File: src/rtl/divclk_pkg.sv
// ============================================================================
// Module      : divclk_pkg
// Description : Shared types, default constants and helpers for divclk_monitor.
// Revision    : 1.0 - initial release
// ============================================================================
`default_nettype none

package divclk_pkg;

    typedef enum logic [1:0] {
        SEARCH = 2'd0,
        TRACK  = 2'd1,
        LOCKED = 2'd2
    } divclk_state_e;

    localparam int c_DEF_CNT_W      = 8;
    localparam int c_DEF_LOCK_COUNT = 4;
    localparam int c_DEF_TOL        = 0;

    // Unsigned distance; callers zero-extend so no wrap can occur.
    function automatic logic [31:0] abs_diff(input logic [31:0] a, input logic [31:0] b);
        return (a >= b) ? (a - b) : (b - a);
    endfunction

endpackage

`default_nettype wire

File: src/rtl/edge_strobe.sv
// ============================================================================
// Module      : edge_strobe
// Description : Samples a clk-synchronous level and emits registered one-cycle
//               rise/fall strobes plus same-cycle detect terms.
// Revision    : 1.0 - initial release
// ============================================================================
`default_nettype none

module edge_strobe (
    input  logic clk,
    input  logic rst,
    input  logic i_sig,
    output logic o_rise,
    output logic o_fall,
    output logic o_rise_det,
    output logic o_fall_det
);

    logic r_prev;
    logic r_rise;
    logic r_fall;

    assign o_rise_det = i_sig & ~r_prev;
    assign o_fall_det = ~i_sig & r_prev;

    always_ff @(posedge clk) begin
        if (rst) begin
            r_prev <= 1'b0;
            r_rise <= 1'b0;
            r_fall <= 1'b0;
        end else begin
            r_prev <= i_sig;
            r_rise <= o_rise_det;
            r_fall <= o_fall_det;
        end
    end

    assign o_rise = r_rise;
    assign o_fall = r_fall;

endmodule

`default_nettype wire

File: src/rtl/divclk_monitor.sv
// ============================================================================
// Module      : divclk_monitor
// Description : Measures period/high time of a divided clock sampled as data,
//               tracks lock against exp_period and flags stall/mismatch faults.
//               Optional duty check enabled by DIVCLK_MONITOR_DUTY_CHECK_EN.
// Revision    : 1.0 - initial release
// ============================================================================
`default_nettype none

module divclk_monitor
    import divclk_pkg::*;
#(
    parameter int CNT_W      = c_DEF_CNT_W,
    parameter int LOCK_COUNT = c_DEF_LOCK_COUNT,
    parameter int TOL        = c_DEF_TOL
) (
    input  logic             clk,
    input  logic             rstN,
    input  logic             div_clk_i,
    input  logic [CNT_W-1:0] exp_period,
    output logic             rise_pulse,
    output logic             fall_pulse,
    output logic [CNT_W-1:0] period,
    output logic [CNT_W-1:0] high_time,
    output logic             meas_valid,
    output logic             locked,
    output logic             mismatch_err,
    output logic             stall_err,
    output logic             duty_err
);

    localparam logic [CNT_W-1:0] c_CNT_MAX  = {CNT_W{1'b1}};
    localparam logic [CNT_W-1:0] c_CNT_ONE  = CNT_W'(1);
    localparam logic [3:0]       c_LOCK_TGT = 4'(LOCK_COUNT);
    localparam logic [31:0]      c_TOL      = 32'(TOL);

    logic             w_rise_det;
    logic             w_fall_det;
    logic             w_sat;
    logic             w_in_tol;
    logic [CNT_W-1:0] w_high;

    logic [CNT_W-1:0] r_pcnt;
    logic [CNT_W-1:0] r_hcnt;
    logic [CNT_W-1:0] r_hcnt_at_fall;
    logic             r_fall_seen;

    divclk_state_e    r_state;
    logic [3:0]       r_match;
    logic [CNT_W-1:0] r_period;
    logic [CNT_W-1:0] r_high_time;
    logic             r_meas_valid;
    logic             r_locked;
    logic             r_mismatch_err;
    logic             r_stall_err;

    edge_strobe u_edge_strobe (
        .clk        (clk),
        .rst        (rstN),
        .i_sig      (div_clk_i),
        .o_rise     (rise_pulse),
        .o_fall     (fall_pulse),
        .o_rise_det (w_rise_det),
        .o_fall_det (w_fall_det)
    );

    assign w_sat    = (r_pcnt == c_CNT_MAX);
    assign w_high   = r_fall_seen ? r_hcnt_at_fall : r_hcnt;
    assign w_in_tol = (abs_diff(32'(r_pcnt), 32'(exp_period)) <= c_TOL);

    always_ff @(posedge clk) begin
        if (rstN) begin
            r_pcnt         <= '0;
            r_hcnt         <= '0;
            r_hcnt_at_fall <= '0;
            r_fall_seen    <= 1'b0;
        end else if (w_rise_det) begin
            r_pcnt      <= c_CNT_ONE;
            r_hcnt      <= c_CNT_ONE;
            r_fall_seen <= 1'b0;
        end else begin
            if (!w_sat) begin
                r_pcnt <= r_pcnt + c_CNT_ONE;
            end
            if (div_clk_i && (r_hcnt != c_CNT_MAX)) begin
                r_hcnt <= r_hcnt + c_CNT_ONE;
            end
            if (w_fall_det) begin
                r_hcnt_at_fall <= r_hcnt;
                r_fall_seen    <= 1'b1;
            end
        end
    end

    // A rise always wins over saturation, so a 2^CNT_W-1 period is still measured.
    always_ff @(posedge clk) begin
        if (rstN) begin
            r_state        <= SEARCH;
            r_match        <= '0;
            r_period       <= '0;
            r_high_time    <= '0;
            r_meas_valid   <= 1'b0;
            r_locked       <= 1'b0;
            r_mismatch_err <= 1'b0;
            r_stall_err    <= 1'b0;
        end else begin
            r_meas_valid <= 1'b0;
            if (w_rise_det) begin
                if (r_state != SEARCH) begin
                    r_period     <= r_pcnt;
                    r_high_time  <= w_high;
                    r_meas_valid <= 1'b1;
                end
                case (r_state)
                    SEARCH: begin
                        r_state <= TRACK;
                        r_match <= '0;
                    end
                    TRACK: begin
                        if (w_in_tol) begin
                            r_match <= r_match + 4'd1;
                            if ((r_match + 4'd1) == c_LOCK_TGT) begin
                                r_state  <= LOCKED;
                                r_locked <= 1'b1;
                            end
                        end else begin
                            r_match <= '0;
                        end
                    end
                    LOCKED: begin
                        if (!w_in_tol) begin
                            r_state        <= TRACK;
                            r_locked       <= 1'b0;
                            r_match        <= '0;
                            r_mismatch_err <= 1'b1;
                        end
                    end
                    default: begin
                        r_state  <= SEARCH;
                        r_locked <= 1'b0;
                        r_match  <= '0;
                    end
                endcase
            end else if (w_sat) begin
                r_state     <= SEARCH;
                r_locked    <= 1'b0;
                r_match     <= '0;
                r_stall_err <= 1'b1;
            end
        end
    end

    assign period       = r_period;
    assign high_time    = r_high_time;
    assign meas_valid   = r_meas_valid;
    assign locked       = r_locked;
    assign mismatch_err = r_mismatch_err;
    assign stall_err    = r_stall_err;

`ifdef DIVCLK_MONITOR_DUTY_CHECK_EN
    logic [CNT_W+1:0] w_twice_high;
    logic             w_duty_ok;
    logic             r_duty_err;

    assign w_twice_high = {1'b0, w_high, 1'b0};
    assign w_duty_ok    = (abs_diff(32'(w_twice_high), 32'(r_pcnt)) <= 32'd1);

    always_ff @(posedge clk) begin
        if (rstN) begin
            r_duty_err <= 1'b0;
        end else if (w_rise_det && (r_state != SEARCH) && !w_duty_ok) begin
            r_duty_err <= 1'b1;
        end
    end

    assign duty_err = r_duty_err;
`else
    assign duty_err = 1'b0;
`endif

endmodule

`default_nettype wire

File: config.mk
export PLATFORM = sky130hd
export DESIGN_NAME = divclk_monitor
export DESIGN_NICKNAME = d
export VERILOG_FILES = /design/src/rtl/divclk_pkg.sv /design/src/rtl/edge_strobe.sv /design/src/rtl/divclk_monitor.sv
export SDC_FILE = /design/constraint.sdc
export NUM_CORES = 1
export LEC_CHECK = 0
export CORE_MARGIN = 4
export CORE_UTILIZATION = 25
export DETAILED_ROUTE_END_ITERATION = 12
export GPL_ROUTABILITY_DRIVEN = 0
export PLACE_DENSITY = 0.48
export REMOVE_ABC_BUFFERS = 1
export SYNTH_ARGS = -nofsm -noshare
export SYNTH_HDL_FRONTEND = slang
export SYNTH_SLANG_ARGS = --single-unit
export TNS_END_PERCENT = 100
File: constraint.sdc
create_clock -name clk -period 2.5 [get_ports clk]
set_clock_uncertainty 0.15 [all_clocks]
set_input_delay 0.5 -clock clk [delete_from_list [all_inputs] [get_ports clk]]
set_output_delay 0.5 -clock clk [all_outputs]
set_load 0.01 [all_outputs]
==> flow_summary_export.csv, run 1 <==
group,metric,value,unit
place,port_buffers,32,
synth,yosysSeqAreaShare,37.0,%
clock_tree,cts_root_buffer,"clkbuf_16",
grt,grt_pass1_wl,12.2,mm
worst_setup_path,cp-start-kind,"input pin",
synth,synth_top_cell_by_area,"dfxtp_1",
place,place_area,3720,µm²
floorplan,start_util,25.6,%
cells_and_area,fin_util,36.9,%
cells_and_area,final_area,4220,µm²
power,power.share.switching,25.9,%
cells_and_area,drive_gt1_share,30.0,%
power,power_density,453,nW/µm²
power,ir_drop,0.000304,V
clock_tree,clk_latency,290,ps
cells_and_area,final_common_cell,"buf_4",
sta,drv_slew,0,
sta,fin_crit_sh,107,%
min_path,min_from,"r_hcnt_at_fall[3]",
min_path,hold_path_class,"flop to flop",
clock_tree,cts_inserted_buffers,5,
power,leakage,1.56,nW
place,hpwl,5.27,mm
synth,syn_area,2920,µm²
power,p_int,1.42,mW
floorplan,num_rows,39,
synth,syn_inst,362,
sta,worst_slew_pin_slew,759,ps
floorplan,fp.dieH,116,µm
sta,rsz0062_at_grt,"true",
clock_tree,worst_setup_hold_path_clk_slew,70,ps
sta,setup_violations,8,
worst_setup_path,end_kind,"flop",
worst_setup_path,rrSetupSlack,-160,ps
drt,drt_iter0_markers,73,
worst_setup_path,worst_ep_required_time,2580,ps
synth,synth.avg_cell_area,8.08,µm²
sta,max_freq,0.374,GHz
run,maxCapViolCount,0,
drt,ant_nets,0,
grt,grt_pass1_vias,2603,
sta,setup_slack,-177,ps
cells_and_area,layout.nets,473,
clock_tree,clk_path_buf_depth,2,
drt,wl_met1,3.50,mm
power,p_sw,0.494,mW
grt,grt_max_degree,18,
synth,ys_seq_elements,54,
power,p_total,1.91,mW
run_status,outcome,"complete, but fails checks",
cells_and_area,syn2layout_area_growth,44.2,%
synth,yosysTopAreaCellShare,37.0,%
grt,grt_usage,11.1,%
power,p_comb_share,16.9,%
power,clockPowerShare,36.2,%
synth,ys_types,54,
floorplan,dieArea,13500,µm²
drt,vias,2699,
cells_and_area,nFillCells,1193,
floorplan,core_region_area,11400,µm²
min_path,holdPathEnd,"r_hcnt_at_fall[3]",
drt,wl_met2,3.42,mm
sta,finalCriticalPeriod,2680,ps
synth,synth_ff_type,"dfxtp_1",
worst_setup_path,r2r_end,"mismatch_err",
clock_tree,cts_hold_buf,0,
drt,drcViolationCount,0,
floorplan,ios,34,
drt,vias_per_cell,4.61,
grt,overflow,0,
synth,netlist_top_cells_area,"dfxtp_1, ha_1, nand2_1",
run_status,violations,"negative setup slack",
sta,slew_headroom,49.1,%
clock_tree,cts_sinks,54,
synth,ys_async_sr_fraction,0,%
clock_tree,cts_max_level,2,
grt,antenna_found_initial,0,
drt,first_pass_iters,4,
worst_setup_path,path_class,"input pin to flop",
worst_setup_path,cp.arrival,2750,ps
synth,synth_edf_count,0,
cells_and_area,antennaDiodeCount,0,
cells_and_area,mostFrequentLayoutCells,"buf_4, nand2_1, dfxtp_1",
worst_setup_path,r2r-start,"r_pcnt[1]",
sta,hold_viol,0,
drt,wl,7.31,mm
power,p_seq_share,47.0,%
worst_setup_path,reg2reg_depth,10,
drt,topRoutingLayerUsed,"met4",
clock_tree,cts_tree,"yes",
drt,wl_per_cell,12.5,µm
floorplan,die_width,116,µm
drt,wl_met3,293,µm
worst_setup_path,cp_max_fo,6,
min_path,min_path_cells,2,
sta,holdWs,305,ps
synth,ys_warn_count,0,
what timing repair did:
| action | in CTS | in global routing |
|---|---|---|
| buffers inserted | 9 | 0 |
| gates cloned | 1 | 0 |
| pin swaps | 27 | 16 |
| setup endpoints to repair | 8 | 8 |
| resized for setup | 75 | 20 |
worst max-delay path, stage by stage:
cell	delay (ps)
clkdlybuf4s15_2	190
inv_2	40
ha_4	230
a211o_1	330
o31ai_4	200
mux2i_2	290
a2111oi_4	70
a41o_2	300
buf_12	150
or3_1	300
a21oi_1	130
cell families (layout without fill, tap and decap cells):
kind of cell	count (synthesis)	count (layout)	share of synthesized area, %
AO/OA/AOI/OAI	84	84	19.2
XOR/XNOR	12	12	3.59
adder cells (fa/ha/maj)	20	20	8.56
buffers and inverters	43	124	6.42
flip-flops	54	54	37.0
multiplexers	10	10	3.55
other	1	1	0.128
AND/OR/NAND/NOR	138	138	21.6
worst max path at each step:
stage | start | to | slack [ps]
after floorplan | exp_period[1] | r_match[0] | -320
after global placement | exp_period[6] | r_match[0] | -950
after detailed placement | exp_period[6] | r_match[0] | -950
after CTS | r_pcnt[1] | mismatch_err | -210
after global routing | r_pcnt[1] | mismatch_err | -240
final | exp_period[6] | mismatch_err | -180
cell usage after synthesis, types with 8 or more instances:
cell type,count
clkbuf_1,11
a21oi_1,35
nor3_1,8
ha_1,20
nor2_1,44
a211oi_1,9
mux2i_1,9
nand3_1,12
nand2_1,48
o21ai_0,8
inv_1,24
dfxtp_1,54
state kept, by name, indices dropped and copies added, names as in the netlist:
register              cells
high_time                 8
locked                    1
meas_valid                1
mismatch_err              1
period                    8
r_fall_seen               1
r_hcnt                    8
r_hcnt_at_fall            8
r_match                   4
r_pcnt                    8
r_state                   2
stall_err                 1
u_edge_strobe.o_fall      1
u_edge_strobe.o_rise      1
u_edge_strobe.r_prev      1
stage by stage:
| stage | TNS [ps] | instances | setup WS (ps) |
|---|---|---|---|
| final | -674 | 586 | -177 |
| after global routing | -1310 | 586 | -242 |
| after CTS | -1000 | 587 | -214 |
| after detailed placement | -7330 | 569 | -954 |
| after global placement | -7360 | 569 | -953 |
| after floorplan | -2270 | 343 | -319 |
per-layer routing:
| metal | GRT usage (%) | vias up |
|---|---|---|
| met3 | 1.81 | 9 |
| met1 | 14.5 | 1244 |
| met5 | 0 | - |
| met4 | 3.02 | 0 |
| li1 | - | 1398 |
| met2 | 18.8 | 48 |
cell type report:
type                            count  area (µm²)  area share [%]
Clock buffer                        5         125            2.97
Clock inverter                      3        21.3           0.505
Inverter                           24        92.6            2.20
Multi-Input combinational cell    265        1920            45.6
Sequential cell                    54        1100            26.0
Tap cell                          143         179            4.24
Timing Repair Buffer               92         779            18.5
power by group through the flow:
stage          Clock, mW  Combinational [mW]  Sequential, mW
2_1_floorplan          0               0.124           0.920
3_5_place_dp           0               0.262           0.918
5_1_grt            0.741               0.352           0.901
3_3_place_gp           0               0.261           0.918
4_1_cts            0.710               0.311           0.899
6_report           0.690               0.322           0.897
Power figures use the tool's default switching activity.
==> inputs of run 2 (changes only) <==
CORE_MARGIN = 3   (was 4)
CORE_UTILIZATION = 28   (was 25)
CTS_CLUSTER_SIZE = 10   (was unset)
PLACE_DENSITY = 0.52   (was 0.48)
==> run 2 against run 1 <==
Against the previous run: the flow still finishes with violations (negative setup slack); sequential power about the same; critical path depth increased by 3; sequential share of layout area about the same; critical endpoint unchanged; largest power group unchanged.
==> flow_summary_export.csv, run 2 (same netlist as run 1, synthesis figures left out) <==
group,metric,value,unit
run_status,outcome,"complete, but fails checks",
run_status,violations,"negative setup slack",
sta,setup_slack,-253,ps
drt,ant_nets,0,
sta,slew_headroom,50.4,%
clock_tree,cts_sinks,54,
power,p_int,1.34,mW
cells_and_area,antennaDiodeCount,0,
sta,fin_crit_sh,110,%
power,p_seq_share,49.2,%
grt,grt_pass1_vias,2568,
place,hpwl,5.10,mm
power,ir_drop,0.000316,V
sta,rsz0062_at_grt,"true",
sta,max_freq,0.363,GHz
power,p_sw,0.480,mW
sta,drv_slew,0,
clock_tree,clk_path_buf_depth,2,
cells_and_area,layout.nets,469,
power,leakage,1.53,nW
drt,wl,7.09,mm
min_path,min_from,"mismatch_err",
worst_setup_path,cp_max_fo,6,
cells_and_area,mostFrequentLayoutCells,"dfxtp_1, nand2_1, buf_4",
cells_and_area,drive_gt1_share,27.8,%
min_path,hold_path_class,"flop to flop",
clock_tree,cts_root_buffer,"clkbuf_8",
sta,tns,-1320,ps
power,power_density,434,nW/µm²
cells_and_area,nFillCells,972,
floorplan,dieArea,11700,µm²
run,maxCapViolCount,0,
worst_setup_path,worst_ep_required_time,2590,ps
worst_setup_path,crit_path_start,"exp_period[6]",
drt,vias,2675,
floorplan,fp.dieH,108,µm
clock_tree,cts_tree,"yes",
drt,vias_per_cell,4.68,
sta,setup_violations,8,
power,p_comb_share,17.2,%
floorplan,start_util,29.4,%
floorplan,num_rows,36,
drt,wl_per_cell,12.4,µm
worst_setup_path,cp-start-kind,"input pin",
place,port_buffers,32,
clock_tree,clk_latency,310,ps
cells_and_area,final_common_cell,"dfxtp_1",
worst_setup_path,path_class,"input pin to flop",
sta,holdWs,310,ps
clock_tree,cts_inserted_buffers,5,
sta,finalCriticalPeriod,2750,ps
clock_tree,cts_hold_buf,0,
drt,first_pass_iters,4,
grt,antenna_found_initial,0,
sta,worst_slew_pin_slew,739,ps
grt,grt_max_degree,25,
cells_and_area,syn2layout_area_growth,43.6,%
grt,overflow,0,
floorplan,ios,34,
clock_tree,cts_max_level,2,
power,power.share.switching,26.3,%
grt,grt_usage,12.7,%
floorplan,core_region_area,9950,µm²
drt,drcViolationCount,0,
floorplan,die_width,108,µm
sta,hold_viol,0,
clock_tree,worst_setup_hold_path_clk_slew,90,ps
worst_setup_path,cp.arrival,2840,ps
drt,drt_iter0_markers,75,
grt,grt_pass1_wl,12.1,mm
worst_setup_path,r2r-start,"r_pcnt[6]",
worst_setup_path,end_kind,"flop",
power,clockPowerShare,33.6,%
cells_and_area,fin_util,42.2,%
-- run 2: final timing paths --
check	to	slack, ps	depth (start not counted)
max	mismatch_err	-250	14
min	mismatch_err	310	2
max reg2reg	mismatch_err	-210	12
min reg2reg	mismatch_err	310	2
-- run 2: stage by stage --
step / instance area, µm² / std cells / power (mW) / setup slack (ps)
after floorplan: 2830 / 343 / 1.04 / -319
after global placement: 3710 / 557 / 1.17 / -907
after detailed placement: 3710 / 557 / 1.18 / -953
after CTS: 4140 / 571 / 1.84 / -207
after global routing: 4200 / 572 / 1.93 / -315
final: 4200 / 572 / 1.82 / -253
-- run 2: final cells by class --
class / instances / area (µm²) / area share (%)
Clock inverter: 3 / 48.8 / 1.16
Multi-Input combinational cell: 265 / 1930 / 45.9
Timing Repair Buffer: 88 / 801 / 19.1
Clock buffer: 5 / 68.8 / 1.64
Inverter: 24 / 90.1 / 2.15
Sequential cell: 54 / 1090 / 26.1
Tap cell: 133 / 166 / 3.96
-- run 2: power by group through the flow --
stage | sequential, mW | clock, mW | combinational (mW)
6_report | 0.897 | 0.612 | 0.314
5_1_grt | 0.901 | 0.682 | 0.345
4_1_cts | 0.899 | 0.632 | 0.305
3_5_place_dp | 0.918 | 0 | 0.257
3_3_place_gp | 0.918 | 0 | 0.256
2_1_floorplan | 0.920 | 0 | 0.124
-- run 2: worst max-delay path, cell delays in order --
cell and delay [ps]:
clkdlybuf4s15_2 190, inv_2 40, ha_4 280, buf_4 130, buf_4 120, nor2_1 50
a21oi_1 210, o31ai_4 120, mux2i_2 270, a2111oi_4 60, a41o_4 280, buf_12 140
or3_4 320, a21oi_2 130
-- run 2: repair_timing --
| action | 4_1_cts | 5_1_grt |
|---|---|---|
| setup endpoints to repair | 8 | 8 |
| pin swaps | 24 | 15 |
| gates resized for setup | 74 | 14 |
| buffers inserted | 5 | 1 |
| cloned | 1 | 0 |
-- run 2: layer usage --
metal	track usage, %	up-vias	wire [µm]
met3	1.79	10	171
li1	-	1392	-
met4	4.06	0	129
met2	21.0	35	3320
met1	17.1	1238	3470
met5	0	-	0
